===== config.mk =====
export PLATFORM = sky130hd
export DESIGN_NAME = alu_seq
export DESIGN_NICKNAME = d
export VERILOG_FILES = /design/src/rtl/alu_seq.sv
export SDC_FILE = /design/constraint.sdc
export NUM_CORES = 1
export LEC_CHECK = 0
export CAP_MARGIN = 10
export CORE_MARGIN = 2
export CORE_UTILIZATION = 30
export CTS_BUF_LIST = sky130_fd_sc_hd__clkbuf_4 sky130_fd_sc_hd__clkbuf_8
export CTS_CLUSTER_DIAMETER = 150
export DETAILED_ROUTE_END_ITERATION = 7
export GPL_ROUTABILITY_DRIVEN = 0
export PLACE_DENSITY = 0.56
export SLEW_MARGIN = 15
export SYNTH_ARGS = -nofsm -noshare
export SYNTH_HDL_FRONTEND = slang
export SYNTH_SLANG_ARGS = --single-unit

===== constraint.sdc =====
create_clock -name clk -period 7.9 [get_ports clk]
set_input_delay 1.185 -clock clk [delete_from_list [all_inputs] [get_ports clk]]
set_output_delay 1.185 -clock clk [all_outputs]
set_load 0.01 [all_outputs]

===== src/rtl/alu_seq.sv =====
// Registered, handshaked LR35902-style ALU: one W-bit lane per cycle, optional
// second pass for 2W-bit register-pair ops, with a persistent {Z,N,H,C} flag register.
module alu_seq #(
    parameter int W      = 8,
    parameter bit EXT_EN = 1'b1
) (
    input  logic           clk,
    input  logic           rst_n,
    input  logic           in_valid,
    output logic           in_ready,
    input  logic [2:0]     op,
    input  logic           ext,
    input  logic [2*W-1:0] dest_data,
    input  logic [2*W-1:0] src_data,
    input  logic           flags_ld,
    input  logic [3:0]     flags_in,
    output logic           out_valid,
    input  logic           out_ready,
    output logic [2*W-1:0] res,
    output logic [3:0]     flags
);

    typedef enum logic [1:0] {IDLE, LO, HI, DONE} state_e;
    typedef enum logic [2:0] {
        OP_ADD, OP_ADC, OP_SUB, OP_SBC, OP_AND, OP_XOR, OP_OR, OP_CP
    } op_e;

    state_e         r_state, w_state_nxt;
    op_e            r_op;
    logic           r_ext, r_cin, r_carry, r_lo_zero;
    logic [2*W-1:0] r_dest, r_src, r_res;
    logic [3:0]     r_flags;

    logic [W-1:0]   w_a, w_b, w_lane_val, w_lane_res;
    logic [W:0]     w_sum, w_diff;
    logic [4:0]     w_nib_sum, w_nib_diff;
    logic           w_cin, w_lane_c, w_lane_h, w_is_sub, w_is_arith;

    assign in_ready  = (r_state == IDLE);
    assign out_valid = (r_state == DONE);
    assign res       = r_res;
    assign flags     = r_flags;

    // One shared lane datapath; the HI pass chains the carry/borrow latched from LO.
    always_comb begin
        // NOTE: every signal gets a default first so no path leaves it unassigned (no latch).
        w_is_sub   = (r_op == OP_SUB) || (r_op == OP_SBC) || (r_op == OP_CP);
        w_is_arith = w_is_sub || (r_op == OP_ADD) || (r_op == OP_ADC);
        w_a        = (r_state == HI) ? r_dest[2*W-1:W] : r_dest[W-1:0];
        w_b        = (r_state == HI) ? r_src[2*W-1:W]  : r_src[W-1:0];
        if (r_state == HI)
            w_cin = w_is_arith & r_carry;
        else
            w_cin = ((r_op == OP_ADC) || (r_op == OP_SBC)) & r_cin;

        w_sum      = {1'b0, w_a} + {1'b0, w_b} + {{W{1'b0}}, w_cin};
        w_diff     = {1'b0, w_a} - {1'b0, w_b} - {{W{1'b0}}, w_cin};
        w_nib_sum  = {1'b0, w_a[3:0]} + {1'b0, w_b[3:0]} + {4'b0, w_cin};
        w_nib_diff = {1'b0, w_a[3:0]} - {1'b0, w_b[3:0]} - {4'b0, w_cin};

        w_lane_val = '0;
        w_lane_c   = 1'b0;
        w_lane_h   = 1'b0;
        case (r_op)
            OP_ADD, OP_ADC: begin
                w_lane_val = w_sum[W-1:0];
                w_lane_c   = w_sum[W];
                w_lane_h   = w_nib_sum[4];
            end
            OP_SUB, OP_SBC, OP_CP: begin
                w_lane_val = w_diff[W-1:0];
                w_lane_c   = w_diff[W];
                w_lane_h   = w_nib_diff[4];
            end
            OP_AND: begin
                w_lane_val = w_a & w_b;
                w_lane_h   = 1'b1;
            end
            OP_XOR:  w_lane_val = w_a ^ w_b;
            default: w_lane_val = w_a | w_b;
        endcase
        // CP keeps the left operand as its result; flags still come from the difference.
        w_lane_res = (r_op == OP_CP) ? w_a : w_lane_val;
    end

    always_comb begin
        w_state_nxt = r_state;
        case (r_state)
            IDLE:    if (in_valid) w_state_nxt = LO;
            LO:      w_state_nxt = r_ext ? HI : DONE;
            HI:      w_state_nxt = DONE;
            default: if (out_ready) w_state_nxt = IDLE;
        endcase
    end

    always_ff @(posedge clk or negedge rst_n) begin
        if (!rst_n) begin
            r_state   <= IDLE;
            r_op      <= OP_ADD;
            r_ext     <= 1'b0;
            r_cin     <= 1'b0;
            r_carry   <= 1'b0;
            r_lo_zero <= 1'b0;
            r_dest    <= '0;
            r_src     <= '0;
            r_res     <= '0;
            r_flags   <= '0;
        end else begin
            // NOTE: non-blocking assignments so every register samples pre-edge values.
            r_state <= w_state_nxt;
            case (r_state)
                IDLE: begin
                    if (flags_ld)
                        r_flags <= flags_in;
                    if (in_valid) begin
                        r_op   <= op_e'(op);
                        r_ext  <= ext & EXT_EN;
                        r_dest <= dest_data;
                        r_src  <= src_data;
                        r_cin  <= flags_ld ? flags_in[0] : r_flags[0];
                    end
                end
                LO: begin
                    r_res <= {{W{1'b0}}, w_lane_res};
                    if (r_ext) begin
                        r_carry   <= w_lane_c;
                        r_lo_zero <= (w_lane_val == '0);
                    end else begin
                        r_flags <= {(w_lane_val == '0), w_is_sub, w_lane_h, w_lane_c};
                    end
                end
                HI: begin
                    r_res[2*W-1:W] <= w_lane_res;
                    r_flags <= {r_lo_zero && (w_lane_val == '0), w_is_sub, w_lane_h, w_lane_c};
                end
                default: ;
            endcase
        end
    end

endmodule

==> insert_results.sql, run 1 <==
INSERT INTO impl_metrics (metric_group, metric, value, unit) VALUES
('clock_network', 'tritoncts_clock_tree', 'yes', ''),
('setup_path', 'cp_data_arrival_time', '4.23', 'ns'),
('yosys', 'yosysUniqueCellTypes', '46', ''),
('setup_path', 'crit_start', 'r_state[0]', ''),
('setup_path', 'worstPathCellList', 'inv_1 -> ha_1 -> buf_4 -> nor2_1 -> a32o_1 -> nand2_1 -> o21a_1 -> inv_1 -> fa_1 -> fa_1 -> nand3_1 -> nand2_1 -> xor2_1 -> a221oi_1 -> nand2_1 -> or3_1 -> o31ai_2', ''),
('setup_path', 'critPathKind', 'reg2reg', ''),
('yosys', 'synth.cell_area', '4064', 'um2'),
('timing', 'worst_slew_pin_slew', '0.7557', 'ns'),
('drt', 'via_per_inst', '4.904', ''),
('timing', 'fmax', '251.6', 'MHz'),
('drt', 'avgRoutedWirePerCell', '15.65', 'um'),
('timing', 'rsz0062_at_grt', 'no', ''),
('yosys', 'syn-instance-count', '402', ''),
('global_routing', 'antenna_found_initial', '0', ''),
('yosys', 'yosys.area.top_type_share', '0.3756', ''),
('setup_path', 'slowest_stage', 'sky130_fd_sc_hd__fa_1', ''),
('layout', 'antenna_cells_inserted', '0', ''),
('timing', 'worst_clock_skew', '0.01776', 'ns'),
('flow_run', 'max_cap_violations', '0', ''),
('timing', 'maxSlewHeadroom', '0.4962', ''),
('drt', 'routed_wl', '10.11', 'mm'),
('floorplanning', 'placeableCoreArea', '13240', 'um2'),
('drt', 'drcViolationCount', '0', ''),
('clock_network', 'post_cts_hold_buffer_count', '0', ''),
('worst_hold_path', 'hold_path_class', 'reg2reg', ''),
('drt', 'antenna_left', '0', ''),
('setup_path', 'critPathRequiredTime', '8.15', 'ns'),
('global_routing', 'global_route.overflow_total', '0', ''),
('timing', 'period_utilization', '0.5032', ''),
('global_routing', 'grt_util_all_layers', '0.1475', ''),
('setup_path', 'reg2reg_slack', '3.93', 'ns'),
('timing', 'setup_viol_count_final', '0', ''),
('clock_network', 'clkTransAtPathRegs', '0.06', 'ns'),
('global_routing', 'grt_start_max_net_pins', '62', ''),
('setup_path', 'r2r.worst_path.cells', '17', ''),
('run_status', 'run_status', 'complete, no violations', ''),
('clock_network', 'cts_num_sinks', '61', ''),
('clock_network', 'post_cts.resized_instances', '0', ''),
('floorplanning', 'ioPinCount', '67', ''),
('timing', 'timing.final.max_slew_violations', '0', ''),
('layout', 'drive_gt1_frac', '0.1596', ''),
('drt', 'count_of_tritonroute_iterations_in_the_first_routing_pass', '4', ''),
('drt', 'drtIter0Drc', '179', ''),
('clock_network', 'post_cts_setup_buffer_count', '0', ''),
('yosys', 'yosys_most_used_dff', 'sky130_fd_sc_hd__dfrtp_1', ''),
('global_routing', 'grt_pass1_vias', '3207', ''),
('drt', 'num_vias', '3168', ''),
('floorplanning', 'initial_utilization', '0.3069', ''),
('yosys', 'syn_nets', '483', ''),
('yosys', 'yosys_register_bits', '61', ''),
('setup_path', 'cpMostUsedCell', 'sky130_fd_sc_hd__nand2_1', ''),
('global_routing', 'grt_first_pass_wirelength', '16.61', 'mm'),
('setup_path', 'crit_end_category', 'flop', ''),
('yosys', 'synth_edf_count', '0', ''),
('clock_network', 'clockBufferDepth', '2', ''),
('floorplanning', 'die_width', '120.4', 'um'),
('clock_network', 'ctsRootBufferMaster', 'sky130_fd_sc_hd__clkbuf_8', ''),
('yosys', 'synthDominantAreaCellType', 'sky130_fd_sc_hd__dfrtp_1', ''),
('place', 'numPlacedInstances', '631', ''),
('layout', 'final-instance-count-excl-fill', '646', ''),
('timing', 'hold_viol_final', '0', ''),
('setup_path', 'crit-reg2reg-launch', 'r_state[0]', ''),
('yosys', 'seq_area_frac_synth', '0.3756', ''),
('floorplanning', 'row_count', '42', ''),
('setup_path', 'crit-reg2reg-capture', 'r_lo_zero', ''),
('setup_path', 'cp-endpoint', 'r_lo_zero', ''),
('layout', 'area_delta_synth_final', '25.09', '%'),
('clock_network', 'tritoncts.num_buffers', '9', ''),
('setup_path', 'critical_path.max_stage_delay', '0.44', 'ns'),
('place', 'portBuffers', '66', ''),
('yosys', 'synthArstFlopShare', '1.000', '');
-- layout by cell type (no fill, tap or decap), drive strengths merged, types with 2 or more instances in the layout --
| master | instances |
|---|---|
| nand2 | 27 |
| ha | 32 |
| a221oi | 2 |
| fa | 4 |
| o21bai | 4 |
| a31oi | 3 |
| clkbuf | 14 |
| nand3 | 5 |
| xnor2 | 4 |
| mux2 | 48 |
| o21ai | 23 |
| a211oi | 6 |
| a21o | 2 |
| xor2 | 4 |
| mux2i | 21 |
| nand2b | 10 |
| clkinv | 2 |
| a32o | 2 |
| nor2b | 4 |
| clkdlybuf4s50 | 65 |
| dfrtp | 61 |
| buf | 6 |
| o2bb2ai | 4 |
| a22o | 6 |
| a21oi | 25 |
| nor2 | 27 |
| o211ai | 3 |
| nand3b | 2 |
| inv | 30 |
| nor3 | 3 |
| o21a | 4 |
| o31ai | 2 |
| o22ai | 2 |
| and2 | 2 |
| or3 | 4 |
-- worst min path at each step --
stage                    from   endpoint  cells after the start
detailed placement     res[8]     res[8]                      1
floorplan               r_cin      r_cin                      2
global placement        r_cin      r_cin                      2
finish               r_src[8]   r_src[8]                      1
global route        r_src[15]  r_src[15]                      1
CTS                    res[8]     res[8]                      1
-- metal layers --
metal | global-route usage | wire length, um | vias up
li1 | - | - | 1543
met1 | 0.2030 | 4821 | 1534
met2 | 0.2235 | 4565 | 73
met3 | 0.03491 | 483 | 18
met4 | 0.05814 | 242 | 0
met5 | 0 | 0 | -
-- sequential cells by signal (all words and copies together) (netlist names), 2 cells and up --
name,flops
res,16
r_op,3
r_dest,16
flags,4
r_state,2
r_src,16
-- layout make-up --
class                      count  area (um2)
fill                        1327        8159
multi-input combinational    292        2341
inverter                      31       117.6
clock inverter                 1       5.005
sequential                    61        1526
timing repair buffer          71       693.2
tap                          176       220.2
clock buffer                  14       180.2
-- metrics by stage --
step                      setup WS (ns)  instance area (um2)  hold slack, ns
after global placement            4.068                 4898          0.4759
after CTS                         3.942                 5084          0.5037
after global routing              3.616                 5084          0.5163
final                             3.925                 5084          0.5029
after floorplan                   3.742                 4064          0.4510
after detailed placement          3.953                 4898          0.4853
-- logic make-up (layout without fill, tap and decap cells) --
group	count (synthesis)	after routing	share of synthesized area
AO/OA/AOI/OAI	92	92	0.1549
flip-flops	61	61	0.3756
XOR/XNOR	8	8	0.01724
AND/OR/NAND/NOR	87	87	0.1001
adder cells (fa/ha/maj)	36	36	0.1182
multiplexers	69	69	0.1857
buffers and inverters	49	117	0.04834
-- critical path, delay by kind of cell, from the launching register on --
family | cells | cell delay (ns)
adders and majority gates | 3 | 1.03
xor gates and xnor gates | 1 | 0.16
and+or+nand+nor | 6 | 0.79
AOI/OAI and AO/OA | 4 | 0.98
DFF | 1 | 0.40
buffers and inverters | 3 | 0.49
-- synthesized netlist by cell type (2+ instances only) --
cell type,count
sky130_fd_sc_hd__a211oi_1,5
sky130_fd_sc_hd__a21o_1,2
sky130_fd_sc_hd__a21oi_1,25
sky130_fd_sc_hd__a221oi_1,2
sky130_fd_sc_hd__a22o_1,6
sky130_fd_sc_hd__a31oi_1,3
sky130_fd_sc_hd__a32o_1,2
sky130_fd_sc_hd__and2_1,2
sky130_fd_sc_hd__buf_1,3
sky130_fd_sc_hd__buf_2,3
sky130_fd_sc_hd__clkbuf_1,11
sky130_fd_sc_hd__dfrtp_1,61
sky130_fd_sc_hd__fa_1,4
sky130_fd_sc_hd__ha_1,32
sky130_fd_sc_hd__inv_1,30
sky130_fd_sc_hd__mux2_2,47
sky130_fd_sc_hd__mux2i_1,21
sky130_fd_sc_hd__nand2_1,27
sky130_fd_sc_hd__nand2b_1,10
sky130_fd_sc_hd__nand3_1,5
sky130_fd_sc_hd__nand3b_1,2
sky130_fd_sc_hd__nor2_1,27
sky130_fd_sc_hd__nor2b_1,4
sky130_fd_sc_hd__nor3_1,3
sky130_fd_sc_hd__o211ai_1,3
sky130_fd_sc_hd__o21a_1,4
sky130_fd_sc_hd__o21ai_0,23
sky130_fd_sc_hd__o21bai_1,4
sky130_fd_sc_hd__o22ai_1,2
sky130_fd_sc_hd__o2bb2ai_1,4
sky130_fd_sc_hd__or3_1,4
sky130_fd_sc_hd__xnor2_1,4
sky130_fd_sc_hd__xor2_1,4
Power of run 1 is left out: the tool's default activity adds up to more than one toggle a clock period on the data nets, which glitch-free logic cannot reach.
==> run 2: changes to the inputs <==
--- a/config.mk
+++ b/config.mk
@@ -12,7 +12,7 @@
 export CTS_CLUSTER_DIAMETER = 150
 export DETAILED_ROUTE_END_ITERATION = 7
 export GPL_ROUTABILITY_DRIVEN = 0
-export PLACE_DENSITY = 0.56
+export PLACE_DENSITY = 0.58
 export SLEW_MARGIN = 15
 export SYNTH_ARGS = -nofsm -noshare
 export SYNTH_HDL_FRONTEND = slang
==> constraint.sdc (replaced) <==
create_clock -name clk -period 3.2 [get_ports clk]
set_input_delay 0.48 -clock clk [delete_from_list [all_inputs] [get_ports clk]]
set_output_delay 0.48 -clock clk [all_outputs]
set_load 0.01 [all_outputs]
==> run 2 against run 1 <==
Net effect:
- the run now ends with setup timing left
- worst setup slack worse by 4.1 ns
- critical path depth unchanged
- final area up 12%
- critical endpoint unchanged
- highest routed layer unchanged
==> insert_results.sql, run 2 (same netlist as run 1, synthesis figures left out) <==
INSERT INTO impl_metrics (metric_group, metric, value, unit) VALUES
('floorplanning', 'placeableCoreArea', '13240', 'um2'),
('timing', 'timing.final.max_slew_violations', '0', ''),
('clock_network', 'clock_insertion_delay_worst_skew', '0.37', 'ns'),
('timing', 'fmax', '295.1', 'MHz'),
('timing', 'min_period', '3.388', 'ns'),
('drt', 'drcViolationCount', '0', ''),
('drt', 'via_per_inst', '4.744', ''),
('floorplanning', 'floorplan.die_area', '14490', 'um2'),
('drt', 'avgRoutedWirePerCell', '15.56', 'um'),
('global_routing', 'global_route.overflow_total', '0', ''),
('layout', 'nets', '600', ''),
('timing', 'maxSlewHeadroom', '0.4676', ''),
('clock_network', 'clockBufferDepth', '2', ''),
('clock_network', 'cts_num_sinks', '61', ''),
('setup_path', 'critPathKind', 'reg2reg', ''),
('drt', 'count_of_tritonroute_iterations_in_the_first_routing_pass', '4', ''),
('clock_network', 'tritoncts.num_buffers', '9', ''),
('global_routing', 'groute.layer.met3.usage', '0.03962', ''),
('timing', 'period_utilization', '1.059', ''),
('floorplanning', 'ioPinCount', '67', ''),
('global_routing', 'grt_first_pass_wirelength', '17.42', 'mm'),
('global_routing', 'grt_pass1_vias', '3427', ''),
('setup_path', 'crit_buf_inv', '3', ''),
('timing', 'setup_viol_count_final', '9', ''),
('setup_path', 'critPathRequiredTime', '3.48', 'ns'),
('global_routing', 'busiest_layer_in_global_routing', 'met2', ''),
('timing', 'final.hold.worst_slack', '0.2441', 'ns'),
('place', 'dp_slack', '-0.1605', 'ns'),
('layout', 'antenna_cells_inserted', '0', ''),
('run_status', 'violations_in_the_final_reports', 'setup timing', ''),
('clock_network', 'htree_num_levels', '3', ''),
('setup_path', 'cp_top_family', 'compound AO/OA/AOI/OAI gates', ''),
('worst_hold_path', 'hold_path_class', 'in2async', ''),
('setup_path', 'crit_end_category', 'flop', ''),
('run_status', 'run_status', 'finished, violations left', ''),
('timing', 'rsz0062_at_grt', 'yes', ''),
('drt', 'drtIter0Drc', '147', ''),
('setup_path', 'critical_path.max_stage_delay', '0.42', 'ns'),
('floorplanning', 'row_count', '42', ''),
('place', 'place.detailed.hpwl', '8.318', 'mm'),
('global_routing', 'grt_start_max_net_pins', '62', ''),
('setup_path', 'crit_path_max_fanout', '6', ''),
('layout', 'design_area', '5710', 'um2'),
('clock_network', 'tritoncts_clock_tree', 'yes', ''),
('place', 'placement.cell_area', '5346', 'um2'),
('setup_path', 'worstPathCellList', 'inv_2 -> ha_4 -> nor2_2 -> a32o_1 -> nand2_1 -> o21a_1 -> buf_6 -> fa_2 -> inv_1 -> fa_2 -> nor2b_4 -> o21ai_0 -> o21ai_0 -> a21oi_2 -> nand3_1 -> or3_4 -> o31ai_2', ''),
('drt', 'num_vias', '3321', ''),
('drt', 'routed_wl', '10.89', 'mm'),
('layout', 'final_cell_mix', '65 x sky130_fd_sc_hd__clkdlybuf4s50_1, 61 x sky130_fd_sc_hd__dfrtp_1, 54 x sky130_fd_sc_hd__buf_4, 41 x sky130_fd_sc_hd__mux2_2, 29 x sky130_fd_sc_hd__ha_1', ''),
('drt', 'antenna_left', '0', ''),
('timing', 'hold_viol_final', '0', ''),
('floorplanning', 'initial_utilization', '0.3069', ''),
('timing', 'worst_clock_skew', '0.01296', 'ns'),
('global_routing', 'grt_util_all_layers', '0.1559', ''),
('floorplanning', 'fp.dieH', '120.4', 'um'),
('setup_path', 'cp_data_arrival_time', '3.67', 'ns'),
('layout', 'area_delta_synth_final', '40.52', '%'),
('clock_network', 'clkTransAtPathRegs', '0.07', 'ns'),
('setup_path', 'slowest_stage', 'sky130_fd_sc_hd__or3_4', ''),
('timing', 'postLayoutSetupSlackWorst', '-0.1883', 'ns'),
('timing', 'worst_slew_pin_slew', '0.7964', 'ns'),
('global_routing', 'global_route.usage.met2', '0.2507', ''),
('layout', 'layout_commonest_cell', 'sky130_fd_sc_hd__clkdlybuf4s50_1', ''),
('timing', 'totalNegativeSetupSlack', '-0.7512', 'ns'),
('place', 'portBuffers', '66', ''),
('clock_network', 'ctsRootBufferMaster', 'sky130_fd_sc_hd__clkbuf_8', ''),
('setup_path', 'critPathLaunchType', 'flop', ''),
('layout', 'drive_gt1_frac', '0.3149', ''),
('global_routing', 'groute.layer.met1.usage', '0.2014', ''),
('global_routing', 'antenna_found_initial', '0', ''),
('floorplanning', 'die_width', '120.4', 'um'),
('flow_run', 'max_cap_violations', '0', '');
[run 2: cell count changes in the layout (fill, tap and decap cells not counted), sizes merged]
| cell | change |
|---|---|
| buf | +53 |
| clkbuf | -2 |
| bufinv | +1 |
| clkinv | +1 |
| clkinvlp | +1 |
[run 2: timing repair]
item	in CTS	in global routing
gates cloned	0	0
hold buffers	0	0
setup endpoints to repair	9	17
resized for setup	14	21
endpoints found under the hold margin	0	0
pin swaps	4	19
buffers inserted	3	3
[run 2: worst reg2reg max path, stage by stage, from the launching register on]
cell	delay, ns
sky130_fd_sc_hd__dfrtp_1	0.39
sky130_fd_sc_hd__inv_2	0.08
sky130_fd_sc_hd__ha_4	0.20
sky130_fd_sc_hd__nor2_2	0.04
sky130_fd_sc_hd__a32o_1	0.21
sky130_fd_sc_hd__nand2_1	0.06
sky130_fd_sc_hd__o21a_1	0.15
sky130_fd_sc_hd__buf_6	0.11
sky130_fd_sc_hd__fa_2	0.24
sky130_fd_sc_hd__inv_1	0.07
sky130_fd_sc_hd__fa_2	0.36
sky130_fd_sc_hd__nor2b_4	0.14
sky130_fd_sc_hd__o21ai_0	0.14
sky130_fd_sc_hd__o21ai_0	0.14
sky130_fd_sc_hd__a21oi_2	0.22
sky130_fd_sc_hd__nand3_1	0.14
sky130_fd_sc_hd__or3_4	0.42
sky130_fd_sc_hd__o31ai_2	0.21
[run 2: final cells by class]
cell class	count	area, um2
clock buffer	12	152.6
clock inverter	4	47.55
fill	1314	7532
inverter	31	117.6
multi-input combinational	292	2531
sequential	61	1526
tap	176	220.2
timing repair buffer	124	1115
[run 2: layer usage]
metal | vias to the layer above | routed length [um]
met1 | 1578 | 4975
met4 | 0 | 198
li1 | 1644 | -
met3 | 16 | 585
met2 | 83 | 5132
met5 | - | 0
[run 2: worst paths after layout]
kind	start	to	slack, ns	cells past startpoint
min	rst_n	res[3]	0.24	2
max	r_state[0]	r_lo_zero	-0.19	17
min in group clk	res[13]	res[13]	0.49	1
max reg2reg	r_state[0]	r_lo_zero	-0.19	17
max in group asynchronous	rst_n	r_src[4]	2.43	2
min reg2reg	res[13]	res[13]	0.49	1
[run 2: stage by stage]
stage | cells | utilization
finish | 700 | 0.4312
global route | 700 | 0.4312
CTS | 698 | 0.4246
detailed placement | 679 | 0.4037
global placement | 679 | 0.4037
floorplan | 402 | -
Power of run 2 is left out for the same reason.
